--- src/rtl/duart_tx_fifo.sv ---
// duart_tx_fifo: debug-UART transmit path.
// Bytes written by the APB register block are buffered in a DEPTH-entry FIFO.
// Each byte is sent on txd as an 8N1 frame, LSB first.
// Build option: define DUART_TX_PARITY_EN to add a parity bit (8E1/8O1) and the
// parity_odd input. Left undefined, frames are 10 bits with no parity.
// txd is registered from the current FSM state, so it lags the state by one
// cycle. A byte written into an empty FIFO therefore drives txd low on the
// second rising edge after the write.
module duart_tx_fifo #(
  parameter int DEPTH = 16,
  parameter int LW    = $clog2(DEPTH) + 1
) (
  input  logic          clk,
  input  logic          resetn,
  input  logic          wr_valid,
  input  logic [7:0]    wr_data,
  output logic          wr_ready,
  input  logic          tx_en,
  input  logic [15:0]   baud_div,
`ifdef DUART_TX_PARITY_EN
  input  logic          parity_odd,
`endif
  output logic          txd,
  output logic          busy,
  output logic [LW-1:0] fifo_level
);

  localparam int AW = LW - 1;

`ifdef DUART_TX_PARITY_EN
  typedef enum logic [2:0] {
    IDLE   = 3'd0,
    START  = 3'd1,
    DATA   = 3'd2,
    PARITY = 3'd3,
    STOP   = 3'd4
  } state_t;
`else
  typedef enum logic [2:0] {
    IDLE  = 3'd0,
    START = 3'd1,
    DATA  = 3'd2,
    STOP  = 3'd4
  } state_t;
`endif

  // FIFO storage and pointers. Each pointer carries an extra wrap bit.
  logic [7:0]    mem [DEPTH];
  logic [LW-1:0] wr_ptr;
  logic [LW-1:0] rd_ptr;
  logic [LW-1:0] level;
  logic          full;
  logic          empty;
  logic          push;
  logic          pop;
  logic [7:0]    head;

  // Transmit datapath.
  state_t        state;
  state_t        state_n;
  logic [15:0]   baud_cnt;
  logic [15:0]   div_m1;
  logic [2:0]    bit_cnt;
  logic [7:0]    shift;
  logic          bit_end;
  logic          load_bit;
  logic          shift_en;
  logic          txd_n;
`ifdef DUART_TX_PARITY_EN
  logic          par_bit;
`endif

  assign empty      = (wr_ptr == rd_ptr);
  assign full       = (wr_ptr[LW-1] != rd_ptr[LW-1]) &&
                      (wr_ptr[AW-1:0] == rd_ptr[AW-1:0]);
  // No bypass: a full FIFO refuses a write even when a pop happens in the same cycle.
  assign wr_ready   = !full;
  assign push       = wr_valid && !full;
  assign head       = mem[rd_ptr[AW-1:0]];
  assign fifo_level = level;
  assign busy       = (state != IDLE) || !empty;

  // A baud_div of 0 is treated as 1, so the shortest bit is one clock.
  assign div_m1  = (baud_div == 16'd0) ? 16'd0 : baud_div - 16'd1;
  assign bit_end = (baud_cnt == 16'd0);

  // Storage write. No reset: the contents are don't-care once the pointers clear.
  always_ff @(posedge clk) begin
    if (push) mem[wr_ptr[AW-1:0]] <= wr_data;
  end

  // Pointers and the level register. A push and a pop in the same cycle leave the level unchanged.
  always_ff @(posedge clk or negedge resetn) begin
    if (!resetn) begin
      wr_ptr <= '0;
      rd_ptr <= '0;
      level  <= '0;
    end else begin
      if (push) wr_ptr <= wr_ptr + LW'(1);
      if (pop)  rd_ptr <= rd_ptr + LW'(1);
      level <= level + LW'(push) - LW'(pop);
    end
  end

  // FSM state register.
  always_ff @(posedge clk or negedge resetn) begin
    if (!resetn) state <= IDLE;
    else         state <= state_n;
  end

  // Next state, the per-bit control strobes and the next txd level.
  always_comb begin
    state_n  = state;
    pop      = 1'b0;
    load_bit = 1'b0;
    shift_en = 1'b0;
    txd_n    = 1'b1;
    case (state)
      IDLE: begin
        txd_n = 1'b1;
        // tx_en is checked only here, so a frame already in progress always completes.
        if (tx_en && !empty) begin
          pop      = 1'b1;
          load_bit = 1'b1;
          state_n  = START;
        end
      end
      START: begin
        txd_n = 1'b0;
        if (bit_end) begin
          load_bit = 1'b1;
          state_n  = DATA;
        end
      end
      DATA: begin
        txd_n = shift[0];
        if (bit_end) begin
          load_bit = 1'b1;
          shift_en = 1'b1;
          if (bit_cnt == 3'd7) begin
`ifdef DUART_TX_PARITY_EN
            state_n = PARITY;
`else
            state_n = STOP;
`endif
          end
        end
      end
`ifdef DUART_TX_PARITY_EN
      PARITY: begin
        txd_n = par_bit;
        if (bit_end) begin
          load_bit = 1'b1;
          state_n  = STOP;
        end
      end
`endif
      STOP: begin
        txd_n = 1'b1;
        // The stop bit does not load the counter on exit. The next frame, if any,
        // starts from IDLE one cycle later.
        if (bit_end) state_n = IDLE;
      end
      default: state_n = IDLE;
    endcase
  end

  // Bit timer, data shifter, parity capture and the registered txd.
  always_ff @(posedge clk or negedge resetn) begin
    if (!resetn) begin
      txd      <= 1'b1;
      baud_cnt <= '0;
      bit_cnt  <= '0;
      shift    <= '0;
`ifdef DUART_TX_PARITY_EN
      par_bit  <= 1'b0;
`endif
    end else begin
      txd <= txd_n;
      // baud_div is sampled only when a bit starts, so a change takes effect at the next bit.
      if (load_bit)               baud_cnt <= div_m1;
      else if (baud_cnt != 16'd0) baud_cnt <= baud_cnt - 16'd1;
      if (pop) begin
        shift   <= head;
        bit_cnt <= 3'd0;
`ifdef DUART_TX_PARITY_EN
        par_bit <= (^head) ^ parity_odd;
`endif
      end else if (shift_en) begin
        shift   <= {1'b0, shift[7:1]};
        bit_cnt <= bit_cnt + 3'd1;
      end
    end
  end

endmodule

--- config.mk ---
export PLATFORM = sky130hd
export DESIGN_NAME = duart_tx_fifo
export DESIGN_NICKNAME = d
export VERILOG_FILES = /design/src/rtl/duart_tx_fifo.sv
export SDC_FILE = /design/constraint.sdc
export NUM_CORES = 1
export LEC_CHECK = 0
export ABC_AREA = 1
export CAP_MARGIN = 20
export CORE_MARGIN = 2
export CORE_UTILIZATION = 31
export DETAILED_ROUTE_END_ITERATION = 16
export PLACE_DENSITY = 0.54
export SLEW_MARGIN = 20
export SYNTH_ARGS = -nofsm -noshare
export SYNTH_HDL_FRONTEND = slang
export SYNTH_SLANG_ARGS = --single-unit
--- constraint.sdc ---
create_clock -name clk -period 7.1 [get_ports clk]
set_input_delay 1.42 -clock clk [delete_from_list [all_inputs] [get_ports clk]]
set_output_delay 1.42 -clock clk [all_outputs]
set_load 0.01 [all_outputs]
==> impl_metrics.csv, run 1 <==
group,metric,value,unit
setup_path,startpoint_type,"flip-flop",
cts,ctsHoldBuffers,0,
sta,worst_hold_slack,0.483,ns
floorplanning,die_x,171,µm
floorplanning,io_pins,36,
sta,finalCritPeriodShare,0.583,
sta,period_minus_slack,4.14,ns
yosys,synth.distinct_cells,34,
setup_path,rrSetupSlack,3.16,ns
cts,htree_num_levels,4,
pwr,ir_drop,0.000162,V
yosys,synthesis.area,8600,µm²
cts,clk_path_buf_depth,2,
yosys,synthFlopType,"edfxtp_1",
finish,final_cells,1377,
setup_path,r2r_end,"fifo_level[4]$_DFF_PN0_",
grt,grt_max_degree,67,
drt,route.detailed.drc,0,
yosys,ys_ff_latch,174,
hold_path,min_path_type,"flip-flop to flip-flop",
finish,fin_area,9880,µm²
cts,cts_resized,0,
floorplanning,rows,60,
cts,cts.sinks,174,
floorplanning,dieArea,29100,µm²
placed_design,post-place-cells,1345,
floorplanning,initial_core_util,0.317,
yosys,yosysTopAreaCell,"edfxtp_1",
setup_path,crit_path_end,"wr_ready",
placed_design,io_buffers,35,
yosys,netlist_instances,963,
cts,cts_tree,"built",
job,drv_cap,0,
placed_design,gp_congestion,0.860,
sta,rsz0062_at_grt,"no",
yosys,ys_top_cells_by_count,"nand2_1, edfxtp_1, inv_1, nor2_1, nand3_1",
yosys,synth_edf_count,128,
setup_path,critPathLaunch,"rd_ptr[1]$_DFFE_PN0N_",
grt,grt_use_total,0.142,
cts,post_cts.repair.setup_buffers,0,
floorplanning,die_y,171,µm
finish,syn_to_final_growth,14.9,%
yosys,yosysWarnings,0,
sta,worst_pin_slew,0.865,ns
placed_design,dp_hpwl,13000,µm
cts,clock_latency,0.43,ns
finish,drive_gt1_frac,0.0587,
drt,vias,6318,
sta,fin_skew,0.0185,ns
finish,antennaDiodeCount,0,
setup_path,cp_data_required_time,5.68,ns
setup_path,crit_fanout,36,
yosys,yosysSeqAreaShare,0.581,
pwr,p_leak,4.29,nW
setup_path,cp.arrival,2.72,ns
sta,maxSlewHeadroom,0.421,
yosys,yosysMostFrequentCell,"nand2_1",
setup_path,r2r_cells,16,
drt,drt-total-wl,19800,µm
drt,via_per_inst,4.59,
yosys,synth_nets,1007,
floorplanning,core-area,27100,µm²
grt,grt-ovfl-total,0,
yosys,async_reset_ff_frac,0.264,
grt,antenna_found_initial,0,
sta,finalSetupTns,0,ns
finish,nets,1036,
sta,max_freq,241,MHz
yosys,ys_top_cells_by_area,"edfxtp_1, nand2_1, dfrtp_1",
grt,grt_pass1_vias,5987,
placed_design,placed_area,9290,µm²
drt,drt_iter0_drc,465,
grt,grt_pass1_wl,31900,µm
setup_path,endpoint_kind,"output port",
yosys,synth_top_area_frac,0.447,
cts,clk_pin_slew,0.08,ns
finish,nFillCells,2780,
sta,hold_viol_final,0,
setup_path,crit_type,"flip-flop to output port",
cts,numCtsBuffers,17,
sta,finalMaxSlewViolations,0,
outcome,status,"finished, final reports clean",
finish,multiInputGateArea,3020,µm²
drt,ant_nets,0,
cts,ctsRootBufferMaster,"clkbuf_16",
drt,drt_pass1_iterations,5,
yosys,avgSynthCellArea,8.93,µm²
pwr,power.density,382,nW/µm²
drt,wire_per_inst,14.4,µm
sta,finalSetupViolCount,0,
setup_path,reg2reg_from,"rd_ptr[1]$_DFFE_PN0N_",
finish,register_area,5000,µm²
where the power goes:
group | total [mW] | internal (mW) | switching [mW]
combinational | 1.41 | 0.458 | 0.952
clock | 0.938 | 0.476 | 0.463
sequential | 1.42 | 1.30 | 0.126
placed cells by master (no fill, tap or decap), types with 5 or more instances in the layout:
cell	count
a21oi_1	8
nor3_1	6
xnor2_1	5
nand3_1	101
nand4_1	8
nor2_1	113
clkbuf_16	17
ha_1	15
edfxtp_1	128
o21ai_0	40
inv_1	112
clkdlybuf4s50_1	34
xor2_1	18
dfrtp_1	44
nand2_1	302
o21ai_1	6
nor2_2	5
worst min-delay path by stage:
stage | from | end | slack (ns) | cells after the start
after detailed placement | shift[2]$_DFFE_PN0P_ | shift[2]$_DFFE_PN0P_ | 0.47 | 2
after global routing | shift[2]$_DFFE_PN0P_ | shift[2]$_DFFE_PN0P_ | 0.51 | 2
after CTS | shift[2]$_DFFE_PN0P_ | shift[2]$_DFFE_PN0P_ | 0.49 | 2
after floorplan | shift[0]$_DFFE_PN0P_ | txd$_DFF_PN1_ | 0.44 | 2
after global placement | shift[6]$_DFFE_PN0P_ | shift[6]$_DFFE_PN0P_ | 0.46 | 2
final | bit_cnt[2]$_DFFE_PN0P_ | bit_cnt[2]$_DFFE_PN0P_ | 0.48 | 2
kinds of logic (layout without fill, tap and decap cells):
group | after synthesis | in the layout | synth area share
adders and majority gates | 16 | 16 | 0.0241
xor gates and xnor gates | 23 | 23 | 0.0234
buffers and inverters | 145 | 187 | 0.0684
and+or+nand+nor | 549 | 549 | 0.270
DFF | 174 | 174 | 0.581
AOI/OAI and AO/OA | 56 | 56 | 0.0332
critical path: stages, from the launching register on:
cell             delay, ns
dfrtp_1               0.34
buf_4                 0.40
inv_2                 0.40
nand2_1               0.15
nand2_1               0.07
nor2_1                0.26
nand3b_1              0.15
clkdlybuf4s50_1       0.50
layer usage:
metal  vias up  track usage  wire length, µm
met5         -            0                0
met4         0       0.0338              179
met3        12       0.0296              826
met2       125        0.228             9250
met1      3015        0.197             9590
li1       3166            -                -
metrics by stage:
stage	utilization	total power, mW	setup WS (ns)
2_1_floorplan	-	2.45	3.95
3_3_place_gp	0.343	2.85	2.88
3_5_place_dp	0.343	2.86	2.85
4_1_cts	0.365	3.80	2.91
5_1_grt	0.365	4.07	2.63
6_report	0.365	3.77	2.96
layout make-up:
cell class                 count  area share
clock buffer                  18      0.0434
timing repair buffer          39      0.0380
multi-input combinational    644       0.305
inverter                     116      0.0441
sequential                   174       0.506
clock inverter                14      0.0165
tap                          372      0.0471
registers in the layout, summed over array words and instances (netlist names):
signal,cells
wr_ptr,5
mem,128
rd_ptr,5
txd,1
state,3
fifo_level,5
bit_cnt,3
shift,8
baud_cnt,16
No activity file was read; power rests on OpenSTA's default activity.
==> run 2: changes to the inputs <==
==> constraint.sdc (replaced) <==
create_clock -name clk -period 4.1 [get_ports clk]
set_input_delay 0.82 -clock clk [delete_from_list [all_inputs] [get_ports clk]]
set_output_delay 0.82 -clock clk [all_outputs]
set_load 0.01 [all_outputs]
==> impl_metrics.csv, run 2 (synthesized netlist as in run 1, its figures left out) <==
group,metric,value,unit
outcome,status,"finished, final reports clean",
setup_path,path_common_cell,"nand2_1",
pwr,power.density,671,nW/µm²
sta,rsz0062_at_grt,"no",
floorplanning,rows,60,
cts,clk_pin_slew,0.07,ns
setup_path,cp_num_cells,6,
setup_path,r2r_end,"fifo_level[4]$_DFF_PN0_",
sta,fin_skew,0.0175,ns
setup_path,crit_family,"buffers and inverters",
setup_path,cp.buffers_inverters,2,
drt,drt-total-wl,20200,µm
setup_path,rrSetupSlack,0.98,ns
sta,worst_pin_slew,0.844,ns
finish,multiInputGateArea,3020,µm²
setup_path,r2r_cells,15,
floorplanning,initial_core_util,0.317,
grt,grt_max_degree,67,
grt,grt-ovfl-total,0,
hold_path,min_path_type,"input pin to asynchronous set/reset pin",
setup_path,startpoint_type,"flip-flop",
placed_design,dp_hpwl,13300,µm
floorplanning,io_pins,36,
cts,post_cts.repair.setup_buffers,0,
sta,period_minus_slack,3.16,ns
setup_path,endpoint_kind,"output port",
cts,cts_resized,0,
drt,wire_per_inst,14.6,µm
finish,register_area,5000,µm²
floorplanning,die_x,171,µm
sta,finalSetupTns,0,ns
setup_path,reg2reg_from,"rd_ptr[2]$_DFFE_PN0N_",
cts,htree_num_levels,4,
cts,cts.sinks,174,
drt,route.detailed.drc,0,
sta,finalSetupViolCount,0,
setup_path,crit_path_end,"busy",
cts,numCtsBuffers,17,
grt,antenna_found_initial,0,
setup_path,crit_fanout,14,
drt,drt_pass1_iterations,5,
drt,vias,6261,
finish,syn_to_final_growth,15.7,%
cts,ctsHoldBuffers,0,
finish,drive_gt1_frac,0.0616,
finish,nFillCells,2756,
cts,cts_tree,"built",
floorplanning,die_y,171,µm
pwr,ir_drop,0.000440,V
floorplanning,core-area,27100,µm²
cts,clock_latency,0.43,ns
sta,max_freq,316,MHz
finish,largest_reg_flops,128,
finish,antennaDiodeCount,0,
pwr,p_leak,4.33,nW
sta,hold_viol_final,0,
job,drv_cap,0,
setup_path,critPathSlowestCell,"dfrtp_1",
setup_path,cp.arrival,2.34,ns
floorplanning,dieArea,29100,µm²
setup_path,slowest_delay,0.65,ns
drt,ant_nets,0,
placed_design,gp_congestion,0.862,
finish,final_common_cell,"nand2_1",
sta,finalMaxSlewViolations,0,
finish,nets,1038,
setup_path,cp_data_required_time,3.28,ns
grt,grt_use_total,0.145,
drt,drt_iter0_drc,491,
cts,ctsRootBufferMaster,"clkbuf_16",
pwr,power,6.68,mW
cts,clk_path_buf_depth,2,
grt,grt_pass1_vias,6033,
sta,finalCritPeriodShare,0.771,
grt,grt_pass1_wl,32400,µm
drt,via_per_inst,4.54,
sta,maxSlewHeadroom,0.435,
finish,most-common-layout-cells,"nand2_1, edfxtp_1, nor2_1",
setup_path,crit_type,"flip-flop to output port",
setup_path,critPathLaunch,"rd_ptr[2]$_DFFE_PN0N_",
setup_path,worstPathCellList,"inv_2 > nand2_1 > nand2_1 > nor2_2 > nand4_1 > clkdlybuf4s50_1",
placed_design,io_buffers,35,
run 2: cell types whose count changed in the layout (fill, tap and decap cells not counted):
cell	delta
buf_4	+2
clkinv_8	-1
inv_6	-2
bufinv_16	+3
clkinv_2	+1
clkbuf_1	-1
run 2: power breakdown:
group / internal [mW] / switching (mW) / total [mW]
Clock: 0.996 / 0.767 / 1.76
Combinational: 0.804 / 1.65 / 2.45
Sequential: 2.25 / 0.216 / 2.46
run 2: final cells by class:
type	instances	area share
flip-flops and latches	174	0.502
inverters	116	0.0437
clock inverters	15	0.0225
well taps	372	0.0467
clock buffers	17	0.0427
multi-input cells	644	0.303
repair buffers	41	0.0392
run 2: how the worst min path moves through the flow:
stage	startpoint	endpoint	slack [ns]
global placement	bit_cnt[1]$_DFFE_PN0P_	bit_cnt[1]$_DFFE_PN0P_	0.46
floorplan	shift[0]$_DFFE_PN0P_	txd$_DFF_PN1_	0.44
CTS	resetn	state[0]$_DFFE_PN0P_	0.42
global route	resetn	baud_cnt[7]$_DFFE_PN0P_	0.43
finish	resetn	baud_cnt[13]$_DFFE_PN0P_	0.41
detailed placement	shift[0]$_DFFE_PN0P_	txd$_DFF_PN1_	0.47
run 2: metrics by stage:
step | cell area [µm²] | setup slack [ns] | util | hold WS (ns) | cells
final | 9960 | 0.938 | 0.367 | 0.411 | 1379
after CTS | 9960 | 0.940 | 0.367 | 0.422 | 1379
after global routing | 9960 | 0.755 | 0.367 | 0.433 | 1379
after global placement | 9310 | 0.879 | 0.343 | 0.458 | 1347
after floorplan | 8600 | 1.46 | - | 0.444 | 963
after detailed placement | 9310 | 0.862 | 0.343 | 0.467 | 1347
run 2: per-layer routing:
layer | global-route usage | part of all wire | up-vias | routed length (µm)
met4 | 0.0405 | 0.013 | 0 | 254
li1 | - | - | 3164 | -
met2 | 0.235 | 0.47 | 120 | 9480
met3 | 0.0285 | 0.037 | 19 | 740
met5 | 0 | 0 | - | 0
met1 | 0.197 | 0.48 | 2958 | 9720
==> run 3: changes to the inputs <==
==> constraint.sdc (replaced) <==
create_clock -name clk -period 3.2 [get_ports clk]
set_input_delay 0.64 -clock clk [delete_from_list [all_inputs] [get_ports clk]]
set_output_delay 0.64 -clock clk [all_outputs]
set_load 0.01 [all_outputs]
==> impl_metrics.csv, run 3 (synthesized netlist as in run 1, its figures left out) <==
group,metric,value,unit
outcome,status,"finished, final reports clean",
setup_path,startpoint_type,"flip-flop",
cts,htree_num_levels,4,
drt,via_per_inst,4.54,
drt,route.detailed.drc,0,
placed_design,post-place-cells,1364,
sta,finalSetupViolCount,0,
finish,final_cells,1396,
pwr,power.density,843,nW/µm²
sta,finalCritPeriodShare,0.851,
sta,rsz0062_at_grt,"no",
finish,nFillCells,2770,
grt,grt_use_total,0.146,
drt,drt_iter0_drc,437,
sta,hold_viol_final,0,
floorplanning,die_y,171,µm
placed_design,gp_congestion,0.813,
finish,syn_to_final_growth,16.4,%
finish,antennaDiodeCount,0,
floorplanning,core-area,27100,µm²
sta,finalMaxSlewViolations,0,
pwr,power,8.44,mW
grt,antenna_found_initial,0,
pwr,ir_drop,0.000515,V
cts,ctsHoldBuffers,0,
floorplanning,initial_core_util,0.317,
cts,cts.sinks,174,
setup_path,r2r_end,"fifo_level[4]$_DFF_PN0_",
sta,max_freq,367,MHz
finish,most-common-layout-cells,"nand2_1, edfxtp_1, nor2_1",
drt,drt-total-wl,20800,µm
cts,cts_resized,0,
finish,largest_reg_flops,128,
finish,drive_gt1_frac,0.0752,
placed_design,io_buffers,35,
floorplanning,rows,60,
finish,final_common_cell,"nand2_1",
drt,drt_pass1_iterations,4,
finish,nets,1055,
cts,clk_pin_slew,0.07,ns
sta,maxSlewHeadroom,0.460,
setup_path,r2r_cells,14,
setup_path,crit_type,"flip-flop to output port",
placed_design,placed_area,9440,µm²
sta,worst_pin_slew,0.810,ns
cts,cts_tree,"built",
cts,clock_latency,0.44,ns
placed_design,dp_hpwl,13400,µm
grt,grt_pass1_vias,6007,
setup_path,endpoint_kind,"output port",
cts,post_cts.repair.setup_buffers,0,
floorplanning,io_pins,36,
setup_path,rrSetupSlack,0.49,ns
drt,ant_nets,0,
cts,clk_path_buf_depth,2,
finish,fin_util,0.369,
grt,grt_pass1_wl,32600,µm
setup_path,reg2reg_from,"rd_ptr[3]$_DFFE_PN0N_",
drt,vias,6337,
cts,ctsRootBufferMaster,"clkbuf_16",
cts,numCtsBuffers,17,
sta,finalSetupTns,0,ns
pwr,p_leak,4.39,nW
setup_path,cp_data_required_time,2.56,ns
floorplanning,dieArea,29100,µm²
sta,period_minus_slack,2.72,ns
setup_path,cp.arrival,2.08,ns
grt,grt-ovfl-total,0,
grt,grt_max_degree,67,
hold_path,min_path_type,"input pin to asynchronous set/reset pin",
setup_path,crit_fanout,11,
job,drv_cap,0,
finish,fin_area,10000,µm²
floorplanning,die_x,171,µm
sta,fin_skew,0.0221,ns
drt,wire_per_inst,14.9,µm
[run 3: cell count changes in the layout (fill, tap and decap cells not counted), moves of 2 or more]
cell / delta
buf_4: +17
bufinv_16: -2
clkinv_4: +2
clkinv_8: -2
inv_6: +2
inv_8: -2
[run 3: cell type report]
cell class,count,area [µm²],area share
clock buffers,18,429,0.0429
multi-input cells,644,3020,0.302
well taps,372,465,0.0465
repair buffers,58,518,0.0517
clock inverters,14,148,0.0147
flip-flops and latches,174,5000,0.499
inverters,116,435,0.0435
[run 3: layer usage]
metal  wire (µm)  vias up  share of wire  track usage
li1            -     3195              -            -
met5           0        -              0            0
met2        9920      101           0.48        0.239
met1        9910     3029           0.48        0.199
met3         732       12          0.035       0.0231
met4         231        0          0.011       0.0446
[run 3: worst max-delay path: stages, from the launching register on]
cell	delay, ns
dfrtp_1	0.40
inv_1	0.27
nand2_1	0.10
nand2_1	0.10
nor2_2	0.06
nand3b_1	0.13
clkdlybuf4s50_1	0.58
[run 3: how the worst max path moves through the flow]
stage,start,endpoint,cells after the start
2_1_floorplan,rd_ptr[1]$_DFFE_PN0N_,fifo_level[4]$_DFF_PN0_,17
3_3_place_gp,tx_en,fifo_level[4]$_DFF_PN0_,11
3_5_place_dp,tx_en,fifo_level[4]$_DFF_PN0_,11
4_1_cts,rd_ptr[3]$_DFFE_PN0N_,wr_ready,6
5_1_grt,rd_ptr[3]$_DFFE_PN0N_,fifo_level[4]$_DFF_PN0_,14
6_report,rd_ptr[3]$_DFFE_PN0N_,wr_ready,6
[run 3: metrics by stage]
stage	setup WS, ns	hold slack (ns)
after floorplan	0.564	0.344
after global placement	0.407	0.458
after detailed placement	0.426	0.466
after CTS	0.479	0.330
after global routing	0.216	0.342
final	0.475	0.297
[run 3: power breakdown]
| group | switching (mW) | internal [mW] |
|---|---|---|
| Clock | 0.965 | 1.10 |
| Combinational | 2.15 | 1.07 |
| Sequential | 0.271 | 2.88 |
| Total | 3.38 | 5.05 |
